File: config.mk
export PLATFORM = sky130hd
export DESIGN_NAME = router_egress_queue
export DESIGN_NICKNAME = d
export VERILOG_FILES = /design/src/rtl/router_egress_queue.sv
export SDC_FILE = /design/constraint.sdc
export NUM_CORES = 1
export LEC_CHECK = 0
export BUFFER_PORTS_ARGS = -buffer_cell sky130_fd_sc_hd__buf_2
export CORE_MARGIN = 5
export CORE_UTILIZATION = 45
export DETAILED_ROUTE_END_ITERATION = 10
export PLACE_DENSITY = 0.73
export SYNTH_ARGS = -nofsm -noshare
export SYNTH_HDL_FRONTEND = slang
export SYNTH_SLANG_ARGS = --single-unit
File: constraint.sdc
create_clock -name clk -period 7.6 [get_ports clk]
set_input_delay 0.38 -clock clk [delete_from_list [all_inputs] [get_ports clk]]
set_output_delay 0.38 -clock clk [all_outputs]
set_load 0.01 [all_outputs]
File: src/rtl/router_egress_queue.sv
// Egress FIFO for one router output port: buffers routed bytes, serves them over
// valid/ready, and counts overflow drops. Define ROUTER_EGRESS_HWM_EN to add the hwm output.
module router_egress_queue #(
  parameter int unsigned DATA_W = 8,
  parameter int unsigned DEPTH  = 8,
  parameter int unsigned CNT_W  = 8
) (
  input  logic                       clk,
  input  logic                       rst,
  input  logic                       port_en,
  input  logic                       flush,
  input  logic                       in_valid,
  input  logic [DATA_W-1:0]          in_data,
  output logic                       out_valid,
  output logic [DATA_W-1:0]          out_data,
  input  logic                       out_ready,
  output logic [$clog2(DEPTH):0]     count,
  output logic                       full,
  output logic                       empty,
  output logic [CNT_W-1:0]           drop_cnt,
`ifdef ROUTER_EGRESS_HWM_EN
  output logic [$clog2(DEPTH):0]     hwm,
`endif
  input  logic                       clr_drop
);

  localparam int unsigned AW = $clog2(DEPTH);
  localparam int unsigned CW = AW + 1;

  logic [DATA_W-1:0] mem_q [DEPTH];
  logic [AW-1:0]     rd_ptr_q, rd_ptr_d;
  logic [AW-1:0]     wr_ptr_q, wr_ptr_d;
  logic [CW-1:0]     count_q, count_d;
  logic [CNT_W-1:0]  drop_cnt_q, drop_cnt_d;
  logic [DATA_W-1:0] out_data_q, out_data_d;
  logic              pop, push, drop, accept, wr_en, is_full;

  always_comb begin
    is_full  = (count_q == CW'(DEPTH));
    pop      = (count_q != '0) && out_ready;
    accept   = in_valid && port_en;
    push     = accept && (!is_full || pop);
    drop     = accept && is_full && !pop;
    wr_en    = push && !flush;

    rd_ptr_d = rd_ptr_q;
    wr_ptr_d = wr_ptr_q;
    count_d  = count_q;
    if (flush) begin
      rd_ptr_d = '0;
      wr_ptr_d = '0;
      count_d  = '0;
    end else begin
      if (push) wr_ptr_d = wr_ptr_q + 1'b1;
      if (pop)  rd_ptr_d = rd_ptr_q + 1'b1;
      if (push && !pop)      count_d = count_q + 1'b1;
      else if (pop && !push) count_d = count_q - 1'b1;
    end

    drop_cnt_d = drop_cnt_q;
    if (clr_drop)
      drop_cnt_d = '0;
    else if (drop && !flush && drop_cnt_q != '1)
      drop_cnt_d = drop_cnt_q + 1'b1;

    // Head register tracks the next-cycle head; a byte written into the slot that
    // becomes the head is forwarded so it appears one cycle after the push.
    out_data_d = out_data_q;
    if (count_d != '0)
      out_data_d = (wr_en && wr_ptr_q == rd_ptr_d) ? in_data : mem_q[rd_ptr_d];
  end

  always_ff @(posedge clk) begin
    if (wr_en) mem_q[wr_ptr_q] <= in_data;
  end

  always_ff @(posedge clk) begin
    if (rst) begin
      rd_ptr_q   <= '0;
      wr_ptr_q   <= '0;
      count_q    <= '0;
      drop_cnt_q <= '0;
      out_data_q <= '0;
    end else begin
      rd_ptr_q   <= rd_ptr_d;
      wr_ptr_q   <= wr_ptr_d;
      count_q    <= count_d;
      drop_cnt_q <= drop_cnt_d;
      out_data_q <= out_data_d;
    end
  end

`ifdef ROUTER_EGRESS_HWM_EN
  logic [CW-1:0] hwm_q, hwm_d;

  always_comb begin
    hwm_d = hwm_q;
    if (flush)
      hwm_d = '0;
    else if (clr_drop)
      hwm_d = count_d;
    else if (count_d > hwm_q)
      hwm_d = count_d;
  end

  always_ff @(posedge clk) begin
    if (rst) hwm_q <= '0;
    else     hwm_q <= hwm_d;
  end

  assign hwm = hwm_q;
`endif

  assign count     = count_q;
  assign full      = is_full;
  assign empty     = (count_q == '0);
  assign out_valid = (count_q != '0);
  assign out_data  = out_data_q;
  assign drop_cnt  = drop_cnt_q;

endmodule
==> metrics.json, run 1 <==
{
  "syn-mean-instance-area": {"value": 12.8, "unit": "um2"},
  "average_vias_per_placed_instance": {"value": 5.76},
  "number_of_cts_inserted_buffers": {"value": 9},
  "synth-warning-count": {"value": 0},
  "drive_above_1_share": {"value": 19.3, "unit": "%"},
  "place_inst": {"value": 453},
  "dp_worst_setup_slack": {"value": 4.47, "unit": "ns"},
  "finalSetupTns": {"value": 0, "unit": "ns"},
  "number_of_rows_in_the_core_area": {"value": 35},
  "layout.cells.most_common": {"value": "edfxtp_1"},
  "cp.arrival": {"value": 3.40, "unit": "ns"},
  "post_synthesis_cell_type_with_the_largest_combined_area": {"value": "edfxtp_1"},
  "portBuffers": {"value": 37},
  "drt_iter0_markers": {"value": 167},
  "grt_use_total": {"value": 15.1, "unit": "%"},
  "layout_worst_path_cycle_share": {"value": 41.7, "unit": "%"},
  "crit_chain": {"value": "inv_1 > ha_1 > or3b_1 > a211oi_4 > buf_4 > a21o_1 > a222oi_1 > o31ai_1 > o32ai_1"},
  "max_cap_viol_count": {"value": 0},
  "cts_resized": {"value": 0},
  "drt_pre_antenna_iters": {"value": 5},
  "area_share_of_the_leading_cell_type_in_the_synthesized_netlist": {"value": 46.5, "unit": "%"},
  "die-area": {"value": 11200, "unit": "um2"},
  "worstSetupEndpointType": {"value": "flip-flop"},
  "initial_utilization": {"value": 45.4, "unit": "%"},
  "crit_path_max_incr_delay": {"value": 0.54, "unit": "ns"},
  "synthToLayoutAreaGrowth": {"value": 9.75, "unit": "%"},
  "critPathLaunch": {"value": "count[0]$_SDFF_PP0_"},
  "clock_sink_count": {"value": 90},
  "ys_seq_area_share": {"value": 59.1, "unit": "%"},
  "ant_nets": {"value": 0},
  "rsz_0062_raised_after_global_routing": {"value": "no"},
  "htreeDepth": {"value": 3},
  "number_of_antenna_violations_at_the_first_check_in_global_routing": {"value": 0},
  "min_period": {"value": 3.17, "unit": "ns"},
  "cp_slowest_cell": {"value": "or3b_1"},
  "critical_path.max_fanout": {"value": 35},
  "dp_hpwl": {"value": 5.87, "unit": "mm"},
  "hold_violations": {"value": 0},
  "hold_class": {"value": "input pin to flip-flop"},
  "power-per-cell-area": {"value": 203, "unit": "nW/um2"},
  "synthTopCellsByArea": {"value": "edfxtp_1 (47%), dfxtp_1 (13%), mux2i_1 (6.5%)"},
  "design.core.area": {"value": 9110, "unit": "um2"},
  "setup_viol_count_final": {"value": 0},
  "ioPinCount": {"value": 38},
  "cp.required": {"value": 7.83, "unit": "ns"},
  "clock-skew-final": {"value": 0.0103, "unit": "ns"},
  "regToRegStartpoint": {"value": "count[0]$_SDFF_PP0_"},
  "post_cts_hold_fix_bufs": {"value": 0},
  "timing.hold.ws": {"value": 0.318, "unit": "ns"},
  "first_global_vias": {"value": 2511},
  "worst_ir_drop_vdd": {"value": 119, "unit": "uV"},
  "synth-main-ff-cell": {"value": "edfxtp_1"},
  "status": {"value": "finished, final reports clean"},
  "synth.distinct_cells": {"value": 61},
  "ys_async_sr_fraction": {"value": 0, "unit": "%"},
  "routedWlPerCell": {"value": 17.6, "unit": "um"},
  "die_width": {"value": 106, "unit": "um"},
  "first_pass_grt_wire_length": {"value": 13.0, "unit": "mm"},
  "timing.hold.worst.start": {"value": "in_data[2]"},
  "post_synth_net_total": {"value": 343},
  "clk_pin_slew": {"value": 0.10, "unit": "ns"},
  "gpl.final_weighted_congestion": {"value": 0.857},
  "cts_tree": {"value": "built"},
  "finish.net_count": {"value": 373},
  "leakage": {"value": 0.00173, "unit": "uW"},
  "synth_area": {"value": 4130, "unit": "um2"},
  "power": {"value": 918, "unit": "uW"},
  "postSynthCellCount": {"value": 323},
  "post_cts_buffers": {"value": 0},
  "instances_no_fill": {"value": 469},
  "clock_buffer_depth": {"value": 2},
  "slew_violations": {"value": 0},
  "fmax": {"value": 315, "unit": "MHz"},
  "headroom_to_the_max_slew_limit": {"value": 21.4, "unit": "%"},
  "globalRoute.totalOverflow": {"value": 0},
  "clock-root-buffer": {"value": "clkbuf_8"},
  "antenna_cells_inserted": {"value": 0},
  "clk_latency": {"value": 0.36, "unit": "ns"},
  "ys_seq_elements": {"value": 90},
  "route.vias.total": {"value": 2701},
  "detail_route.drc_violations": {"value": 0},
  "grt_start_max_net_pins": {"value": 36},
  "synth_enable_flop_cells": {"value": 64},
  "path_class": {"value": "flip-flop to flip-flop"},
  "fin_ws": {"value": 4.43, "unit": "ns"},
  "slew_at_the_pin_with_the_worst_max_slew_slack": {"value": 1.17, "unit": "ns"},
  "critPathLaunchType": {"value": "flip-flop"},
  "die-height": {"value": 106, "unit": "um"},
  "route.final.wire_length": {"value": 8.23, "unit": "mm"},
  "most-common-layout-cells": {"value": "edfxtp_1 (64), buf_2 (37), mux2i_1 (27)"}
}
-- through the flow --
stage | area (um2) | utilization (%)
after floorplan | 4130 | -
after global placement | 4340 | 47.7
after detailed placement | 4340 | 47.7
after CTS | 4530 | 49.8
after global routing | 4530 | 49.8
final | 4530 | 49.8
-- where the power goes --
| part | internal (uW) | switching [uW] |
|---|---|---|
| sequential | 530 | 3.54 |
| combinational | 28.3 | 45.7 |
| clock | 127 | 184 |
| total | 685 | 233 |
-- kinds of logic after synthesis --
family                     after synthesis  share of synthesized area, %
and+or+nand+nor                         70                          9.42
muxes                                   28                          7.09
DFF                                     90                          59.1
AOI/OAI and AO/OA                       73                          14.7
buffers and inverters                   47                          5.63
xor gates and xnor gates                10                          2.57
adders and majority gates                5                          1.51
-- synth_stat cells (2+ instances only) --
cell type  number
buf_4           3
nor4bb_1        2
nand2_1         6
a21oi_1         6
edfxtp_1       64
ha_1            5
a31oi_1         2
buf_2           2
o2111ai_1       9
buf_1           4
a222oi_1        8
or2_2           2
nand4_1         4
xor2_1          6
o32ai_1         8
clkbuf_1        5
and3_1          2
mux2i_1        27
dfxtp_1        26
nor2b_1         3
buf_6           4
xnor2_1         3
nor2_1         26
inv_1          26
o21ai_0         2
o22ai_1         8
nor3_1          4
nand3_1         3
or3_1           4
nand2b_1        3
o31ai_1        16
-- critical path, delay by kind of cell, from the launching register on --
kind                     cells  cell delay [ns]
AO/OA/AOI/OAI                5             1.17
buffers and inverters        2             0.62
AND/OR/NAND/NOR              1             0.54
flip-flops                   1             0.36
adder cells (fa/ha/maj)      1             0.34
-- worst paths after layout --
kind / cells past startpoint / to / slack, ns
min reg2reg: 2 / out_data[7]$_SDFFE_PP0P_ / 0.49
max: 9 / out_data[6]$_SDFFE_PP0P_ / 4.43
max reg2reg: 9 / out_data[6]$_SDFFE_PP0P_ / 4.43
min: 1 / mem_q[2][2]$_DFFE_PP_ / 0.32
-- routing by layer --
metal	global-route usage (%)	vias up	part of all wire, %
met4	4.72	0	0.92
met1	20.0	1294	45
met3	3.92	8	7.3
met5	0	-	0
met2	24.2	99	47
li1	-	1300	-
-- area by class of cell --
cell class | count | area (um2)
clock buffers | 9 | 124
clock inverters | 7 | 66.3
fillers | 770 | 4570
inverters | 28 | 106
multi-input cells | 186 | 1460
flip-flops and latches | 90 | 2440
well taps | 111 | 139
repair buffers | 38 | 193
-- sequential cells by signal, summed over array words and instances (netlist names) --
name / count
count: 4
rd_ptr_q: 3
drop_cnt: 8
mem_q: 64
out_data: 8
wr_ptr_q: 3
Note: power is estimated with default switching activity, not from simulation.
==> inputs of run 2 (changes only) <==
==> constraint.sdc (replaced) <==
create_clock -name clk -period 3.3 [get_ports clk]
set_input_delay 0.165 -clock clk [delete_from_list [all_inputs] [get_ports clk]]
set_output_delay 0.165 -clock clk [all_outputs]
set_load 0.01 [all_outputs]
==> metrics.json, run 2 (synthesis results as in run 1) <==
{
  "met2_usage": {"value": 27.5, "unit": "%"},
  "gpl.final_weighted_congestion": {"value": 0.859},
  "setup_viol_count_final": {"value": 0},
  "global_route.usage.met1": {"value": 20.5, "unit": "%"},
  "cp_slowest_cell": {"value": "or3b_1"},
  "grt_start_max_net_pins": {"value": 36},
  "clk_latency": {"value": 0.37, "unit": "ns"},
  "grtUsageMet3": {"value": 4.96, "unit": "%"},
  "power.share.clock": {"value": 42.6, "unit": "%"},
  "headroom_to_the_max_slew_limit": {"value": 48.5, "unit": "%"},
  "critical_path.max_fanout": {"value": 35},
  "hold_class": {"value": "input pin to flip-flop"},
  "r2r.worst_path.cells": {"value": 9},
  "worstSetupEndpoint": {"value": "out_data[0]$_SDFFE_PP0P_"},
  "initial_utilization": {"value": 45.4, "unit": "%"},
  "ant_nets": {"value": 0},
  "intPower": {"value": 1950, "unit": "uW"},
  "clock-skew-final": {"value": 0.0103, "unit": "ns"},
  "die-height": {"value": 106, "unit": "um"},
  "number_of_rows_in_the_core_area": {"value": 35},
  "post_cts_hold_fix_bufs": {"value": 0},
  "drt_pre_antenna_iters": {"value": 6},
  "largest_register": {"value": "mem_q"},
  "synthToLayoutAreaGrowth": {"value": 14.3, "unit": "%"},
  "filler_cell_count": {"value": 782},
  "timing.hold.ws": {"value": 0.112, "unit": "ns"},
  "fmax": {"value": 332, "unit": "MHz"},
  "crit_path_max_incr_delay": {"value": 0.54, "unit": "ns"},
  "number_of_cts_inserted_buffers": {"value": 9},
  "clock_buffer_depth": {"value": 2},
  "slew_violations": {"value": 0},
  "leakage": {"value": 0.00183, "unit": "uW"},
  "cp.required": {"value": 3.53, "unit": "ns"},
  "slew_at_the_pin_with_the_worst_max_slew_slack": {"value": 0.769, "unit": "ns"},
  "portBuffers": {"value": 37},
  "power-per-cell-area": {"value": 518, "unit": "nW/um2"},
  "worstSetupEndpointType": {"value": "flip-flop"},
  "sw_frac_of_total": {"value": 20.4, "unit": "%"},
  "route.final.wire_length": {"value": 8.75, "unit": "mm"},
  "max_cap_viol_count": {"value": 0},
  "cts_resized": {"value": 0},
  "power.share.sequential": {"value": 50.3, "unit": "%"},
  "drt_iter0_markers": {"value": 219},
  "htreeDepth": {"value": 3},
  "comb_power_share": {"value": 7.1, "unit": "%"},
  "finalSetupTns": {"value": 0, "unit": "ns"},
  "clk_pin_slew": {"value": 0.09, "unit": "ns"},
  "die-area": {"value": 11200, "unit": "um2"},
  "cts_tree": {"value": "built"},
  "power.switching": {"value": 498, "unit": "uW"},
  "drive_above_1_share": {"value": 21.3, "unit": "%"},
  "hold_violations": {"value": 0},
  "layout_worst_path_cycle_share": {"value": 91.2, "unit": "%"},
  "place_inst": {"value": 462},
  "regToRegEndpoint": {"value": "out_data[0]$_SDFFE_PP0P_"},
  "worst_ir_drop_vdd": {"value": 295, "unit": "uV"},
  "critPathLaunchType": {"value": "flip-flop"},
  "rsz_0062_raised_after_global_routing": {"value": "no"},
  "dp_hpwl": {"value": 6.18, "unit": "mm"},
  "instances_no_fill": {"value": 478},
  "layout.cells.most_common": {"value": "edfxtp_1"},
  "ioPinCount": {"value": 38},
  "most-common-layout-cells": {"value": "edfxtp_1 (64), buf_2 (37), mux2i_1 (27)"},
  "cp.arrival": {"value": 3.24, "unit": "ns"},
  "post_cts_buffers": {"value": 0},
  "average_vias_per_placed_instance": {"value": 5.72},
  "clock-root-buffer": {"value": "clkbuf_8"},
  "number_of_antenna_violations_at_the_first_check_in_global_routing": {"value": 0},
  "detail_route.drc_violations": {"value": 0},
  "first_pass_grt_wire_length": {"value": 14.3, "unit": "mm"},
  "status": {"value": "finished, final reports clean"},
  "routedWlPerCell": {"value": 18.3, "unit": "um"},
  "clock_sink_count": {"value": 90},
  "path_class": {"value": "flip-flop to flip-flop"},
  "grt_use_total": {"value": 16.4, "unit": "%"},
  "critPathLaunch": {"value": "count[0]$_SDFF_PP0_"},
  "die_width": {"value": 106, "unit": "um"},
  "finish.net_count": {"value": 382},
  "max_ffs_per_register": {"value": 64},
  "globalRoute.busiestLayer": {"value": "met2"},
  "antenna_cells_inserted": {"value": 0},
  "first_global_vias": {"value": 2748},
  "ff2ff_setup_slack": {"value": 0.29, "unit": "ns"},
  "crit_chain": {"value": "inv_1 > ha_1 > or3b_1 > a211oi_4 > buf_12 > mux2i_1 > a222oi_1 > o31ai_1 > o32ai_1"},
  "design.core.area": {"value": 9110, "unit": "um2"},
  "route.vias.total": {"value": 2734},
  "min_period": {"value": 3.01, "unit": "ns"},
  "regToRegStartpoint": {"value": "count[0]$_SDFF_PP0_"},
  "globalRoute.totalOverflow": {"value": 0}
}
[run 2: changes by cell type in the layout (fill, tap and decap cells not counted)]
cell / before / now
inv_8: 3 / 0
buf_12: 0 / 1
o211ai_2: 1 / 0
clkinv_2: 1 / 2
bufinv_16: 0 / 5
o211ai_4: 0 / 1
buf_4: 1 / 9
clkinv_4: 1 / 0
clkinvlp_4: 2 / 0
[run 2: critical path: cells and delay by family (launching register included)]
kind	cells	cell delay, ns
AND/OR/NAND/NOR	1	0.54
multiplexers	1	0.32
flip-flops	1	0.36
AO/OA/AOI/OAI	4	0.83
adder cells (fa/ha/maj)	1	0.37
buffers and inverters	2	0.40
[run 2: layer usage]
metal,vias up,wire length [um]
met2,84,4270
met1,1314,3750
met4,0,163
met5,-,0
met3,15,559
li1,1321,-
[run 2: area by class of cell]
type                    instances  area, um2  area share [%]
flip-flops and latches         90       2440            51.7
well taps                     111        139            2.94
clock buffers                   9        124            2.62
repair buffers                 47        273            5.78
inverters                      28        106            2.25
clock inverters                 7        164            3.47
multi-input cells             186       1470            31.2
[run 2: through the flow]
| step | setup WS (ns) | utilization [%] | cell area (um2) | power, uW |
|---|---|---|---|---|
| finish | 0.291 | 51.8 | 4720 | 2440 |
| global route | 0.0892 | 51.8 | 4720 | 2530 |
| CTS | 0.263 | 51.7 | 4710 | 2460 |
| detailed placement | 0.295 | 48.6 | 4420 | 1430 |
| global placement | 0.413 | 48.6 | 4420 | 1420 |
| floorplan | 0.538 | - | 4130 | 1370 |
[run 2: power by group through the flow]
| stage | clock network (uW) | registers [uW] | logic [uW] |
|---|---|---|---|
| floorplan | 0 | 1260 | 115 |
| global placement | 0 | 1250 | 168 |
| detailed placement | 0 | 1260 | 172 |
| CTS | 1060 | 1230 | 173 |
| global route | 1110 | 1230 | 189 |
| finish | 1040 | 1230 | 174 |
[run 2: worst min path at each step]
stage | start | end | slack (ns) | depth (start not counted)
floorplan | in_data[0] | mem_q[0][0]$_DFFE_PP_ | 0.26 | 0
global placement | out_data[7]$_SDFFE_PP0P_ | out_data[7]$_SDFFE_PP0P_ | 0.47 | 2
detailed placement | out_data[7]$_SDFFE_PP0P_ | out_data[7]$_SDFFE_PP0P_ | 0.48 | 2
CTS | in_data[4] | mem_q[2][4]$_DFFE_PP_ | 0.11 | 1
global route | in_data[7] | mem_q[1][7]$_DFFE_PP_ | 0.12 | 1
finish | in_data[4] | mem_q[2][4]$_DFFE_PP_ | 0.11 | 1
==> inputs of run 3 (changes only) <==
--- a/config.mk
+++ b/config.mk
@@ -6,9 +6,11 @@
 export NUM_CORES = 1
 export LEC_CHECK = 0
 export BUFFER_PORTS_ARGS = -buffer_cell sky130_fd_sc_hd__buf_2
-export CORE_MARGIN = 5
+export CORE_MARGIN = 3
 export CORE_UTILIZATION = 45
 export DETAILED_ROUTE_END_ITERATION = 10
+export GPL_ROUTABILITY_DRIVEN = 0
+export HOLD_SLACK_MARGIN = 0.15
 export PLACE_DENSITY = 0.73
 export SYNTH_ARGS = -nofsm -noshare
 export SYNTH_HDL_FRONTEND = slang
==> metrics.json, run 3 (synthesis results as in run 1) <==
{
  "status": {"value": "finished, final reports clean"},
  "worstSetupEndpointType": {"value": "flip-flop"},
  "portBuffers": {"value": 37},
  "max_ffs_per_register": {"value": 64},
  "rsz_0062_raised_after_global_routing": {"value": "no"},
  "worst_ir_drop_vdd": {"value": 269, "unit": "uV"},
  "largest_register": {"value": "mem_q"},
  "antenna_cells_inserted": {"value": 0},
  "die-height": {"value": 102, "unit": "um"},
  "dp_hpwl": {"value": 5.80, "unit": "mm"},
  "power.share.clock": {"value": 33.2, "unit": "%"},
  "critical_path.max_fanout": {"value": 35},
  "die_width": {"value": 102, "unit": "um"},
  "multi_input_comb_area": {"value": 1470, "unit": "um2"},
  "drt_pre_antenna_iters": {"value": 8},
  "globalRoute.busiestLayer": {"value": "met2"},
  "grtUsageMet3": {"value": 4.57, "unit": "%"},
  "clock_buffer_depth": {"value": 2},
  "comb_power_share": {"value": 8.6, "unit": "%"},
  "hold_violations": {"value": 0},
  "globalRoute.totalOverflow": {"value": 0},
  "hold_class": {"value": "input pin to flip-flop"},
  "drive_above_1_share": {"value": 20.1, "unit": "%"},
  "post_cts_buffers": {"value": 0},
  "layout_worst_path_cycle_share": {"value": 94.4, "unit": "%"},
  "max_cap_viol_count": {"value": 0},
  "synthToLayoutAreaGrowth": {"value": 13.7, "unit": "%"},
  "min_period": {"value": 3.11, "unit": "ns"},
  "intPower": {"value": 1640, "unit": "uW"},
  "routedWlPerCell": {"value": 17.2, "unit": "um"},
  "first_global_vias": {"value": 2639},
  "drt_iter0_markers": {"value": 368},
  "layout.core_utilization": {"value": 53.4, "unit": "%"},
  "fmax": {"value": 321, "unit": "MHz"},
  "sw_frac_of_total": {"value": 22.5, "unit": "%"},
  "layout.cells.most_common": {"value": "edfxtp_1"},
  "most-common-layout-cells": {"value": "edfxtp_1 (64), buf_2 (37), mux2i_1 (27)"},
  "clock_sink_count": {"value": 90},
  "headroom_to_the_max_slew_limit": {"value": 55.5, "unit": "%"},
  "path_class": {"value": "flip-flop to flip-flop"},
  "htreeDepth": {"value": 3},
  "power-per-cell-area": {"value": 449, "unit": "nW/um2"},
  "finish.net_count": {"value": 391},
  "route.final.wire_length": {"value": 8.29, "unit": "mm"},
  "ant_nets": {"value": 0},
  "slew_at_the_pin_with_the_worst_max_slew_slack": {"value": 0.664, "unit": "ns"},
  "number_of_antenna_violations_at_the_first_check_in_global_routing": {"value": 0},
  "average_vias_per_placed_instance": {"value": 5.76},
  "power.share.sequential": {"value": 58.2, "unit": "%"},
  "clk_latency": {"value": 0.35, "unit": "ns"},
  "cp.required": {"value": 3.52, "unit": "ns"},
  "clock-root-buffer": {"value": "clkbuf_8"},
  "initial_utilization": {"value": 46.9, "unit": "%"},
  "grt_use_total": {"value": 16.9, "unit": "%"},
  "critPathLaunchType": {"value": "flip-flop"},
  "power": {"value": 2110, "unit": "uW"},
  "design.core.area": {"value": 8810, "unit": "um2"},
  "finalSetupTns": {"value": 0, "unit": "ns"},
  "area.sequential": {"value": 2440, "unit": "um2"},
  "cp.arrival": {"value": 3.34, "unit": "ns"},
  "clk_pin_slew": {"value": 0.08, "unit": "ns"},
  "power.switching": {"value": 476, "unit": "uW"},
  "slew_violations": {"value": 0},
  "route.vias.total": {"value": 2777},
  "ioPinCount": {"value": 38},
  "global_route.usage.met1": {"value": 22.5, "unit": "%"},
  "cts_tree": {"value": "built"},
  "detail_route.drc_violations": {"value": 0},
  "clock-skew-final": {"value": 0.0114, "unit": "ns"},
  "filler_cell_count": {"value": 744},
  "die-area": {"value": 10400, "unit": "um2"},
  "leakage": {"value": 0.00181, "unit": "uW"},
  "number_of_cts_inserted_buffers": {"value": 9},
  "setup_viol_count_final": {"value": 0},
  "number_of_rows_in_the_core_area": {"value": 34},
  "met2_usage": {"value": 27.5, "unit": "%"},
  "first_pass_grt_wire_length": {"value": 13.3, "unit": "mm"},
  "grt_start_max_net_pins": {"value": 36}
}
[run 3: cell types whose count changed in the layout (fill, tap and decap cells not counted), sizes merged]
cell / delta
dlygate4sd3: +9
bufinv: -4
clkinv: +1
clkinvlp: +1
[run 3: area by class of cell]
cell class | count | share of cell area [%]
timing repair buffer | 56 | 7.72
multi-input combinational | 186 | 31.3
tap | 108 | 2.88
sequential | 90 | 52.0
clock inverter | 5 | 1.20
inverter | 28 | 2.26
clock buffer | 9 | 2.64
[run 3: routing by layer]
metal / wire length [um] / up-vias
li1: - / 1334
met1: 3760 / 1322
met2: 3880 / 111
met3: 556 / 10
met4: 91 / 0
met5: 0 / -
[run 3: timing repair]
item / in CTS / in global routing
hold endpoints to repair: 72 / 0
hold buffers: 9 / 0
endpoints found under the setup margin: 0 / 1
resized for setup: 0 / 1
[run 3: worst paths after layout]
check | startpoint | to | slack (ns) | cells past startpoint
min reg2reg | out_data[5]$_SDFFE_PP0P_ | out_data[5]$_SDFFE_PP0P_ | 0.49 | 2
max | count[0]$_SDFF_PP0_ | out_data[5]$_SDFFE_PP0P_ | 0.19 | 9
max reg2reg | count[0]$_SDFF_PP0_ | out_data[5]$_SDFFE_PP0P_ | 0.19 | 9
min | clr_drop | drop_cnt[5]$_SDFFE_PP0P_ | 0.17 | 3
[run 3: stage by stage]
step | cell area, um2 | std cells | hold WS [ns] | setup slack, ns
floorplan | 4130 | 323 | 0.264 | 0.538
global placement | 4420 | 459 | 0.452 | 0.334
detailed placement | 4420 | 459 | 0.469 | 0.226
CTS | 4690 | 482 | 0.162 | 0.225
global route | 4700 | 482 | 0.167 | 0.0138
finish | 4700 | 482 | 0.167 | 0.186
[run 3: power by group through the flow]
stage	Sequential [uW]	Combinational (uW)	Clock (uW)
2_1_floorplan	1260	115	0
3_3_place_gp	1250	170	0
3_5_place_dp	1260	173	0
4_1_cts	1230	182	724
5_1_grt	1230	199	772
6_report	1230	182	701
[run 3: worst max-delay path, stage by stage (launching register included)]
cell      delay [ns]
dfxtp_1         0.36
inv_1           0.13
ha_1            0.35
or3b_1          0.55
a211oi_4        0.30
buf_12          0.28
a21o_1          0.32
a222oi_1        0.16
o31ai_1         0.41
o32ai_1         0.12
